===== src/rtl/bnn_layer_seq_if.sv =====
// Handshake and config bundle between the pin-capture logic, the BNN layer and the output mux.
interface bnn_layer_seq_if #(
   parameter int unsigned N_IN      = 8,
   parameter int unsigned N_NEURONS = 4,
   parameter int unsigned CNT_W     = $clog2(N_IN + 1),
   parameter int unsigned AW        = $clog2(N_NEURONS)
);
   logic                 cfg_we;
   logic                 cfg_thr;
   logic [AW-1:0]        cfg_addr;
   logic [N_IN-1:0]      cfg_data;
   logic                 cfg_ready;
   logic                 in_valid;
   logic [N_IN-1:0]      in_data;
   logic                 in_ready;
   logic                 out_valid;
   logic                 out_ready;
   logic [N_NEURONS-1:0] out_data;
   logic                 busy;

   // Upstream/downstream driver side
   modport master (
      output cfg_we, cfg_thr, cfg_addr, cfg_data, in_valid, in_data, out_ready,
      input  cfg_ready, in_ready, out_valid, out_data, busy
   );

   // Layer side
   modport slave (
      input  cfg_we, cfg_thr, cfg_addr, cfg_data, in_valid, in_data, out_ready,
      output cfg_ready, in_ready, out_valid, out_data, busy
   );
endinterface


===== src/rtl/bnn_layer_seq.sv =====
// Sequential XNOR-popcount BNN layer: one neuron per clock, runtime-writable weights/thresholds.
module bnn_layer_seq #(
   parameter int unsigned N_IN      = 8,
   parameter int unsigned N_NEURONS = 4,
   parameter int unsigned CNT_W     = $clog2(N_IN + 1),
   parameter int unsigned AW        = $clog2(N_NEURONS)
) (
   input  logic          clk,
   input  logic          reset,
   bnn_layer_seq_if.slave bus
);
   typedef enum logic [1:0] {IDLE, EVAL, DONE} state_t;

   localparam logic [AW-1:0]    LAST_IDX = AW'(N_NEURONS - 1);
   localparam logic [CNT_W-1:0] THR_RST  = CNT_W'(N_IN / 2);

   state_t               state_q, state_d;
   logic [AW-1:0]        idx_q, idx_d;
   logic [N_IN-1:0]      in_reg_q, in_reg_d;
   logic [N_NEURONS-1:0] shadow_q, shadow_d;
   logic [N_NEURONS-1:0] out_data_q, out_data_d;
   logic                 out_valid_q, out_valid_d;
   logic                 idle_q, idle_d;
   logic                 busy_q, busy_d;
   logic [N_IN-1:0]      weight_q [N_NEURONS];
   logic [N_IN-1:0]      weight_d [N_NEURONS];
   logic [CNT_W-1:0]     thr_q    [N_NEURONS];
   logic [CNT_W-1:0]     thr_d    [N_NEURONS];

   logic [N_IN-1:0]      match_c;
   logic [CNT_W-1:0]     pop_c;
   logic                 bit_c;

   // Evaluate the neuron selected by the current index
   always_comb begin
      match_c = ~(in_reg_q ^ weight_q[idx_q]);
      pop_c   = '0;
      for (int i = 0; i < int'(N_IN); i++) begin
         pop_c = pop_c + CNT_W'(match_c[i]);
      end
      bit_c = (pop_c >= thr_q[idx_q]);
   end

   // Next-state, config update and registered-output decode
   always_comb begin
      state_d    = state_q;
      idx_d      = idx_q;
      in_reg_d   = in_reg_q;
      shadow_d   = shadow_q;
      out_data_d = out_data_q;
      weight_d   = weight_q;
      thr_d      = thr_q;

      // Config writes only land in IDLE; out-of-range addresses match no slot
      if (bus.cfg_we && idle_q) begin
         for (int k = 0; k < int'(N_NEURONS); k++) begin
            if (bus.cfg_addr == AW'(k)) begin
               if (bus.cfg_thr) thr_d[k]    = bus.cfg_data[CNT_W-1:0];
               else             weight_d[k] = bus.cfg_data;
            end
         end
      end

      case (state_q)
         IDLE: begin
            if (bus.in_valid) begin
               in_reg_d = bus.in_data;
               idx_d    = '0;
               shadow_d = '0;
               state_d  = EVAL;
            end
         end
         EVAL: begin
            for (int k = 0; k < int'(N_NEURONS); k++) begin
               if (idx_q == AW'(k)) shadow_d[k] = bit_c;
            end
            if (idx_q == LAST_IDX) begin
               out_data_d = shadow_d;
               state_d    = DONE;
            end else begin
               idx_d = idx_q + AW'(1);
            end
         end
         DONE: begin
            if (bus.out_ready) state_d = IDLE;
         end
         default: state_d = IDLE;
      endcase

      out_valid_d = (state_d == DONE);
      idle_d      = (state_d == IDLE);
      busy_d      = (state_d != IDLE);
   end

   // State, configuration and output registers
   always_ff @(posedge clk or posedge reset) begin
      if (reset) begin
         state_q     <= IDLE;
         idx_q       <= '0;
         in_reg_q    <= '0;
         shadow_q    <= '0;
         out_data_q  <= '0;
         out_valid_q <= 1'b0;
         idle_q      <= 1'b1;
         busy_q      <= 1'b0;
         for (int k = 0; k < int'(N_NEURONS); k++) begin
            weight_q[k] <= '0;
            thr_q[k]    <= THR_RST;
         end
      end else begin
         state_q     <= state_d;
         idx_q       <= idx_d;
         in_reg_q    <= in_reg_d;
         shadow_q    <= shadow_d;
         out_data_q  <= out_data_d;
         out_valid_q <= out_valid_d;
         idle_q      <= idle_d;
         busy_q      <= busy_d;
         weight_q    <= weight_d;
         thr_q       <= thr_d;
      end
   end

   assign bus.out_data  = out_data_q;
   assign bus.out_valid = out_valid_q;
   assign bus.in_ready  = idle_q;
   assign bus.cfg_ready = idle_q;
   assign bus.busy      = busy_q;
endmodule


===== src/flat_wrapper.sv =====
// flat-port wrapper written by rule: the top's interface ports become plain ports
module bnn_layer_seq_flat 
#(
   parameter int unsigned N_IN      = 8,
   parameter int unsigned N_NEURONS = 4,
   parameter int unsigned CNT_W     = $clog2(N_IN + 1),
   parameter int unsigned AW        = $clog2(N_NEURONS)
)
  (clk, reset, bus_cfg_we, bus_cfg_thr, bus_cfg_addr, bus_cfg_data, bus_in_valid, bus_in_data, bus_out_ready, bus_cfg_ready, bus_in_ready, bus_out_valid, bus_out_data, bus_busy);
  bnn_layer_seq_if #(.N_IN(N_IN), .N_NEURONS(N_NEURONS), .CNT_W(CNT_W), .AW(AW)) bus_i ();
  input  logic clk;
  input  logic reset;
  input wire logic [$bits(bus_i.cfg_we)-1:0] bus_cfg_we;
  input wire logic [$bits(bus_i.cfg_thr)-1:0] bus_cfg_thr;
  input wire logic [$bits(bus_i.cfg_addr)-1:0] bus_cfg_addr;
  input wire logic [$bits(bus_i.cfg_data)-1:0] bus_cfg_data;
  input wire logic [$bits(bus_i.in_valid)-1:0] bus_in_valid;
  input wire logic [$bits(bus_i.in_data)-1:0] bus_in_data;
  input wire logic [$bits(bus_i.out_ready)-1:0] bus_out_ready;
  output wire logic [$bits(bus_i.cfg_ready)-1:0] bus_cfg_ready;
  output wire logic [$bits(bus_i.in_ready)-1:0] bus_in_ready;
  output wire logic [$bits(bus_i.out_valid)-1:0] bus_out_valid;
  output wire logic [$bits(bus_i.out_data)-1:0] bus_out_data;
  output wire logic [$bits(bus_i.busy)-1:0] bus_busy;
  assign bus_i.cfg_we = bus_cfg_we;
  assign bus_i.cfg_thr = bus_cfg_thr;
  assign bus_i.cfg_addr = bus_cfg_addr;
  assign bus_i.cfg_data = bus_cfg_data;
  assign bus_i.in_valid = bus_in_valid;
  assign bus_i.in_data = bus_in_data;
  assign bus_i.out_ready = bus_out_ready;
  assign bus_cfg_ready = bus_i.cfg_ready;
  assign bus_in_ready = bus_i.in_ready;
  assign bus_out_valid = bus_i.out_valid;
  assign bus_out_data = bus_i.out_data;
  assign bus_busy = bus_i.busy;
  bnn_layer_seq #(.N_IN(N_IN), .N_NEURONS(N_NEURONS), .CNT_W(CNT_W), .AW(AW)) u_core (.clk(clk), .reset(reset), .bus(bus_i));
endmodule

===== config.mk =====
export PLATFORM = sky130hd
export DESIGN_NAME = bnn_layer_seq_flat
export DESIGN_NICKNAME = d
export VERILOG_FILES = /design/src/rtl/bnn_layer_seq_if.sv /design/src/rtl/bnn_layer_seq.sv /design/src/flat_wrapper.sv
export SDC_FILE = /design/constraint.sdc
export NUM_CORES = 1
export LEC_CHECK = 0
export ABC_AREA = 1
export CAP_MARGIN = 20
export CELL_PAD_IN_SITES_DETAIL_PLACEMENT = 0
export CELL_PAD_IN_SITES_GLOBAL_PLACEMENT = 2
export CORE_MARGIN = 2
export CORE_UTILIZATION = 38
export DETAILED_ROUTE_END_ITERATION = 6
export PLACE_DENSITY = 0.87
export SYNTH_ARGS = -nofsm -noshare
export SYNTH_HDL_FRONTEND = slang
export SYNTH_SLANG_ARGS = --single-unit

===== constraint.sdc =====
create_clock -name clk -period 7 [get_ports clk]
set_input_delay 1.4 -clock clk [delete_from_list [all_inputs] [get_ports clk]]
set_output_delay 1.4 -clock clk [all_outputs]
set_load 0.05 [all_outputs]

==> flow_summary_export.csv, run 1 <==
group,metric,value,unit
run_status,status,"finished clean",
clocking,cts_tree,"built",
die,dieWidth,100.5,µm
die,core-area,9153,µm²
min_path,hp-start,"u_core.bus.out_data[1]$_DFFE_PP0P_",
die,die_h,100.5,µm
sta,rsz0062_at_grt,"no",
critical_path,reg2reg_to,"u_core.shadow_q[1]$_DFFE_PP0P_",
critical_path,crit_slowest_cell,"dfrtp_1",
layout,final_nets,472,
clocking,ctsRootBufferMaster,"clkbuf_8",
global_routing,overflow,0,
logic_synthesis,syn_inst,403,
layout,fin_cells,549,
critical_path,crit_path_start_kind,"register",
layout,antennaDiodeCount,0,
logic_synthesis,syn_nets,442,
min_path,hold_class,"reg -> reg",
logic_synthesis,synth_area_leaders,"dfrtp_1 46%, nand2_1 16%, ha_1 3.9%",
global_routing,grt_pass1_vias,2469,
routing,drtIter0Drc,103,
clocking,cts.clk_slew.worst_paths,80,ps
placed_design,dpl.hpwl,4.999,mm
logic_synthesis,synth_top_area_share,45.99,%
sta,fin_setup_tns,0,ps
min_path,min_to,"u_core.bus.out_data[1]$_DFFE_PP0P_",
sta,hold-worst-slack,479.8,ps
logic_synthesis,ys_ff_latch,70,
sta,timing.fmax,0.2092,GHz
logic_synthesis,syn_area,3537,µm²
sta,finClkSkew,5.526,ps
routing,wl_per_cell,13.43,µm
critical_path,crit_type,"reg -> reg",
logic_synthesis,yosysTopAreaCell,"dfrtp_1",
layout,final_common_cell,"nand2_1",
clocking,clock_path_buffers,2,
logic_synthesis,ys_types,28,
global_routing,grt_max_degree,71,
critical_path,timing.rr.start,"u_core.idx_q[0]$_DFFE_PP0P_",
sta,maxSlewViolCount,0,
layout,drive_gt1_share,11.87,%
die,die_area,10100,µm²
job,drv_cap,0,
logic_synthesis,yosysWarnings,0,
min_path,hold_path_depth,2,
global_routing,antenna_found_initial,0,
sta,setup_viol,0,
critical_path,cp_cell_sequence,"inv_6 -> nand2_1 -> nand3_1 -> nand2_1 -> xor2_1 -> ha_1 -> inv_1 -> fa_1 -> fa_1 -> inv_1 -> fa_1 -> inv_1 -> fa_1 -> inv_1 -> ha_1 -> nand2_1 -> inv_1 -> nand2_1 -> nand4_1 -> nand3_1 -> nand2_1",
sta,period_share,68.30,%
routing,drtAntennaViolNets,0,
sta,timing.final.crit_period,4781,ps
global_routing,grt_use_total,16.28,%
sta,hold_viol,0,
sta,relSlewSlack,36.53,%
placed_design,gp_congestion,0.7840,
critical_path,crit_required,7240,ps
routing,drc,0,
die,fp-row-count,35,
logic_synthesis,ys_seq_area_share,49.70,%
critical_path,rrSetupSlack,2220,ps
routing,wl,7.372,mm
critical_path,crit_path_max_fanout,28,
layout,final_cell_mix,"149 x nand2_1, 65 x dfrtp_1, 31 x clkdlybuf4s50_1",
logic_synthesis,avgSynthCellArea,8.777,µm²
routing,post_drt_via_cell_ratio,4.705,
placed_design,portBuffers,31,
clocking,clk_latency,350,ps
clocking,cts-htree-levels,3,
routing,dr_total_vias,2583,
clocking,cts.sinks,70,
critical_path,reg2regPathDepth,21,
sta,worst_slew_pin_slew,952.1,ps
die,io_pins,32,
critical_path,crit_path_end_kind,"register",
clocking,cts_resized,0,
layout,area_growth,15.07,%
die,floorplan.initialDensity,38.65,%
clocking,numCtsBuffers,9,
critical_path,max_stage_delay,970,ps
global_routing,grt_pass1_wl,12.53,mm
placed_design,dp_cells,533,
critical_path,critPathArrivalTime,5020,ps
clocking,post_cts_buffers,0,
clocking,cts_hold_buf,0,
routing,dr.pass1.iters,4,
## final cells by class
cell class | instances | area [µm²]
clock inverters | 7 | 73.82
clock buffers | 9 | 123.9
inverters | 35 | 141.4
flip-flops and latches | 70 | 1758
multi-input cells | 285 | 1516
fillers | 917 | 5082
well taps | 111 | 138.9
repair buffers | 32 | 317.8
## layer usage
layer | wire length, µm | up-vias | track usage [%]
met3 | 261 | 7 | 4.230
met5 | 0 | - | 0
li1 | - | 1357 | -
met4 | 98 | 0 | 5.690
met2 | 3256 | 42 | 23.59
met1 | 3756 | 1177 | 23.62
## worst max-delay path: cells and delay by family (launching register included)
kind | cells | cell delay (ps)
flops | 1 | 970
xor+xnor | 1 | 160
fa+ha+maj | 6 | 2260
buf+inv | 6 | 530
simple gates | 8 | 750
## worst max-delay path by stage
stage	cells past startpoint	startpoint	to	slack, ps
after detailed placement	21	u_core.idx_q[0]$_DFFE_PP0P_	u_core.shadow_q[1]$_DFFE_PP0P_	2190
after CTS	21	u_core.idx_q[0]$_DFFE_PP0P_	u_core.bus.out_data[0]$_DFFE_PP0P_	2180
final	21	u_core.idx_q[0]$_DFFE_PP0P_	u_core.shadow_q[1]$_DFFE_PP0P_	2220
after global placement	21	u_core.idx_q[0]$_DFFE_PP0P_	u_core.bus.out_data[0]$_DFFE_PP0P_	2260
after global routing	21	u_core.idx_q[0]$_DFFE_PP0P_	u_core.shadow_q[1]$_DFFE_PP0P_	1800
after floorplan	23	u_core.idx_q[0]$_DFFE_PP0P_	u_core.bus.out_data[0]$_DFFE_PP0P_	2890
## cells by family (layout without fill, tap and decap cells)
| kind of cell | count (synthesis) | in the layout | synth area share, % |
|---|---|---|---|
| simple gates | 197 | 197 | 23.67 |
| xor+xnor | 9 | 9 | 2.229 |
| flops | 70 | 70 | 49.70 |
| buf+inv | 48 | 83 | 7.428 |
| compound gates | 64 | 64 | 10.82 |
| fa+ha+maj | 15 | 15 | 6.155 |
## registers in the layout, summed over array words and instances, names as in the netlist
name and flops:
u_core.weight_q 32, u_core.state_q 2, u_core.bus.out_valid 1, u_core.idx_q 2, u_core.shadow_q 3, u_core.bus.cfg_ready 1, u_core.bus.busy 1, u_core.in_reg_q 8
u_core.thr_q 16, u_core.bus.out_data 4
## synthesized netlist by cell type
master   number
inv_1        31
o21ai_0      20
xor2_1        6
o21ai_1      23
buf_4         5
o31ai_1       2
nor2_1        7
nand3_1      24
nand2_1     149
inv_4         2
nand4_1       3
o21ai_2      11
dfrtp_1      65
buf_2         1
a32o_1        3
fa_1          4
inv_6         1
nand2_2       6
dfstp_2       5
a21oi_1       4
nor2_4        4
o22ai_1       1
nand2_4       1
inv_2         1
xnor2_1       3
or2_2         3
buf_6         7
ha_1         11
## per-stage QoR
step	setup slack, ps	area [µm²]	util, %
6_report	2219	4070	44.47
5_1_grt	1804	4070	44.47
4_1_cts	2177	4070	44.47
3_5_place_dp	2194	3872	42.31
3_3_place_gp	2259	3872	42.31
2_1_floorplan	2893	3537	-
Power of run 1 is not shown: default switching activity piles up to over one toggle a cycle in this logic, so the estimate is an artifact.
==> inputs of run 2 (changes only) <==
CORE_UTILIZATION = 32   (was 38)
PLACE_DENSITY = 0.79   (was 0.87)
clock period = 4.2 ns   (was 7 ns; I/O delays follow)
==> flow_summary_export.csv, run 2 (synthesis results as in run 1) <==
group,metric,value,unit
critical_path,worst-path-stages,21,
critical_path,crit_path_max_fanout,7,
layout,largestRegisters,"u_core.weight_q (32), u_core.thr_q (16), u_core.in_reg_q (8)",
global_routing,antenna_found_initial,0,
routing,drtIter0Drc,125,
routing,wl,8.111,mm
sta,relSlewSlack,53.43,%
layout,largest_reg_flops,32,
routing,post_drt_via_cell_ratio,4.528,
die,fp-row-count,38,
sta,period_share,92.56,%
clocking,clk_latency,340,ps
global_routing,overflow,0,
run_status,status,"finished clean",
global_routing,gr-usage-met3,3.586,%
placed_design,pre_cts_ws,-17.65,ps
global_routing,grt_max_degree,34,
global_routing,grt_pass1_vias,2645,
critical_path,timing.rr.start,"u_core.idx_q[0]$_DFFE_PP0P_",
critical_path,reg2reg_to,"u_core.shadow_q[0]$_DFFE_PP0P_",
sta,worst_slew_pin_slew,697.6,ps
die,floorplan.initialDensity,32.77,%
critical_path,critPathTopFamily,"adder cells",
critical_path,critPathArrivalTime,4110,ps
die,io_pins,32,
global_routing,grtUsageMet1,21.16,%
placed_design,portBuffers,31,
die,dieWidth,109.1,µm
layout,area_growth,19.70,%
layout,drive_gt1_share,16.04,%
critical_path,cpMostUsedCell,"nand2_1",
critical_path,rrSetupSlack,310,ps
clocking,ctsRootBufferMaster,"clkbuf_8",
routing,drc,0,
critical_path,crit_slowest_cell,"fa_1",
layout,final_cell_mix,"147 x nand2_1, 64 x dfrtp_1, 31 x clkdlybuf4s50_1",
layout,antennaDiodeCount,0,
global_routing,met2_usage,22.94,%
routing,dr.pass1.iters,4,
die,core-area,10790,µm²
placed_design,dp_cells,574,
routing,dr_total_vias,2694,
min_path,hp-start,"u_core.shadow_q[2]$_DFFE_PP0P_",
sta,maxSlewViolCount,0,
layout,largest-register,"u_core.weight_q",
sta,hold_viol,0,
layout,final_nets,489,
clocking,cts_hold_buf,0,
global_routing,grt_busiest_layer,"met2",
placed_design,dpl.hpwl,5.801,mm
clocking,numCtsBuffers,9,
die,die_h,109.1,µm
critical_path,path_buf_inv,5,
sta,hold-worst-slack,475.0,ps
min_path,hold_class,"reg -> reg",
critical_path,max_stage_delay,490,ps
clocking,cts-htree-levels,3,
placed_design,gp_congestion,0.7454,
clocking,clock_path_buffers,2,
critical_path,critPathCapture,"u_core.shadow_q[0]$_DFFE_PP0P_",
placed_design,place_area,3999,µm²
sta,finClkSkew,10.76,ps
layout,fin_cells,595,
die,die_area,11910,µm²
sta,timing.fmax,0.2572,GHz
routing,wl_per_cell,13.63,µm
critical_path,crit_path_start_kind,"register",
job,drv_cap,0,
clocking,cts.clk_slew.worst_paths,80,ps
layout,final_cell_area,4234,µm²
routing,drtAntennaViolNets,0,
clocking,cts_tree,"built",
global_routing,grt_pass1_wl,13.41,mm
layout,nFillCells,1133,
critical_path,cp_cell_sequence,"clkinv_4 -> nand2_1 -> nand3_1 -> nand2_1 -> xor2_1 -> ha_1 -> inv_2 -> fa_1 -> fa_1 -> inv_1 -> fa_2 -> inv_2 -> fa_1 -> inv_1 -> ha_1 -> nand2_1 -> nand2_1 -> nand2_2 -> nand4_1 -> nand3_1 -> nand2_1",
sta,setup_viol,0,
critical_path,crit_type,"reg -> reg",
clocking,cts.sinks,70,
global_routing,grt_use_total,15.10,%
layout,final_common_cell,"nand2_1",
critical_path,reg2regPathDepth,21,
sta,timing.final.crit_period,3887,ps
critical_path,crit_required,4430,ps
sta,timing.final.ws_setup,312.6,ps
critical_path,crit_path_end_kind,"register",
critical_path,crit_path_start,"u_core.idx_q[0]$_DFFE_PP0P_",
## run 2: cell types whose count changed in the layout (fill, tap and decap cells not counted)
cell,previous run,this run
fa_2,0,1
clkinv_4,2,3
clkinv_2,2,1
clkbuf_2,0,1
nand2_2,6,8
fa_1,4,3
inv_1,30,28
inv_2,2,4
dfrtp_2,0,1
inv_6,2,0
clkbuf_1,0,2
nand2_1,149,147
buf_4,1,17
dfrtp_1,65,64
## run 2: cell type report
class	count	area, µm²	share of cell area, %
flip-flops and latches	70	1759	41.55
multi-input cells	285	1524	35.99
repair buffers	49	442.9	10.46
well taps	140	175.2	4.137
inverters	35	141.4	3.339
clock buffers	11	131.4	3.103
clock inverters	5	60.06	1.418
## run 2: worst register-to-register path: cells and delay by family, from the launching register on
kind | cells | cell delay (ps)
AND/OR/NAND/NOR | 9 | 710
adder cells (fa/ha/maj) | 6 | 2140
flip-flops | 1 | 450
XOR/XNOR | 1 | 160
buffers and inverters | 5 | 330
## run 2: how the worst min path moves through the flow
stage / endpoint / slack [ps] / cells after the start
CTS: u_core.shadow_q[2]$_DFFE_PP0P_ / 480 / 2
global placement: u_core.shadow_q[1]$_DFFE_PP0P_ / 450 / 2
global route: u_core.thr_q[8]$_DFFE_PP0P_ / 510 / 2
finish: u_core.shadow_q[2]$_DFFE_PP0P_ / 480 / 2
detailed placement: u_core.shadow_q[2]$_DFFE_PP0P_ / 460 / 2
floorplan: u_core.shadow_q[0]$_DFFE_PP0P_ / 440 / 2
## run 2: routing by layer
| metal | wire length, µm | share of wire [%] |
|---|---|---|
| met5 | 0 | 0 |
| met4 | 47 | 0.58 |
| met3 | 271 | 3.3 |
| met2 | 3618 | 45 |
| met1 | 4174 | 51 |
## run 2: stage by stage
| stage | TNS, ps | util (%) |
|---|---|---|
| after floorplan | 0 | - |
| after global placement | 0 | 37.05 |
| after detailed placement | -50.18 | 37.05 |
| after CTS | 0 | 38.91 |
| after global routing | -11.93 | 39.23 |
| final | 0 | 39.23 |
## run 2: what timing repair did
action                     CTS  global route
setup endpoints to repair    6             7
gates resized for setup      1             6
buffers inserted             1             4
pin swaps                    0             7
Power of run 2 is left out for the same reason.
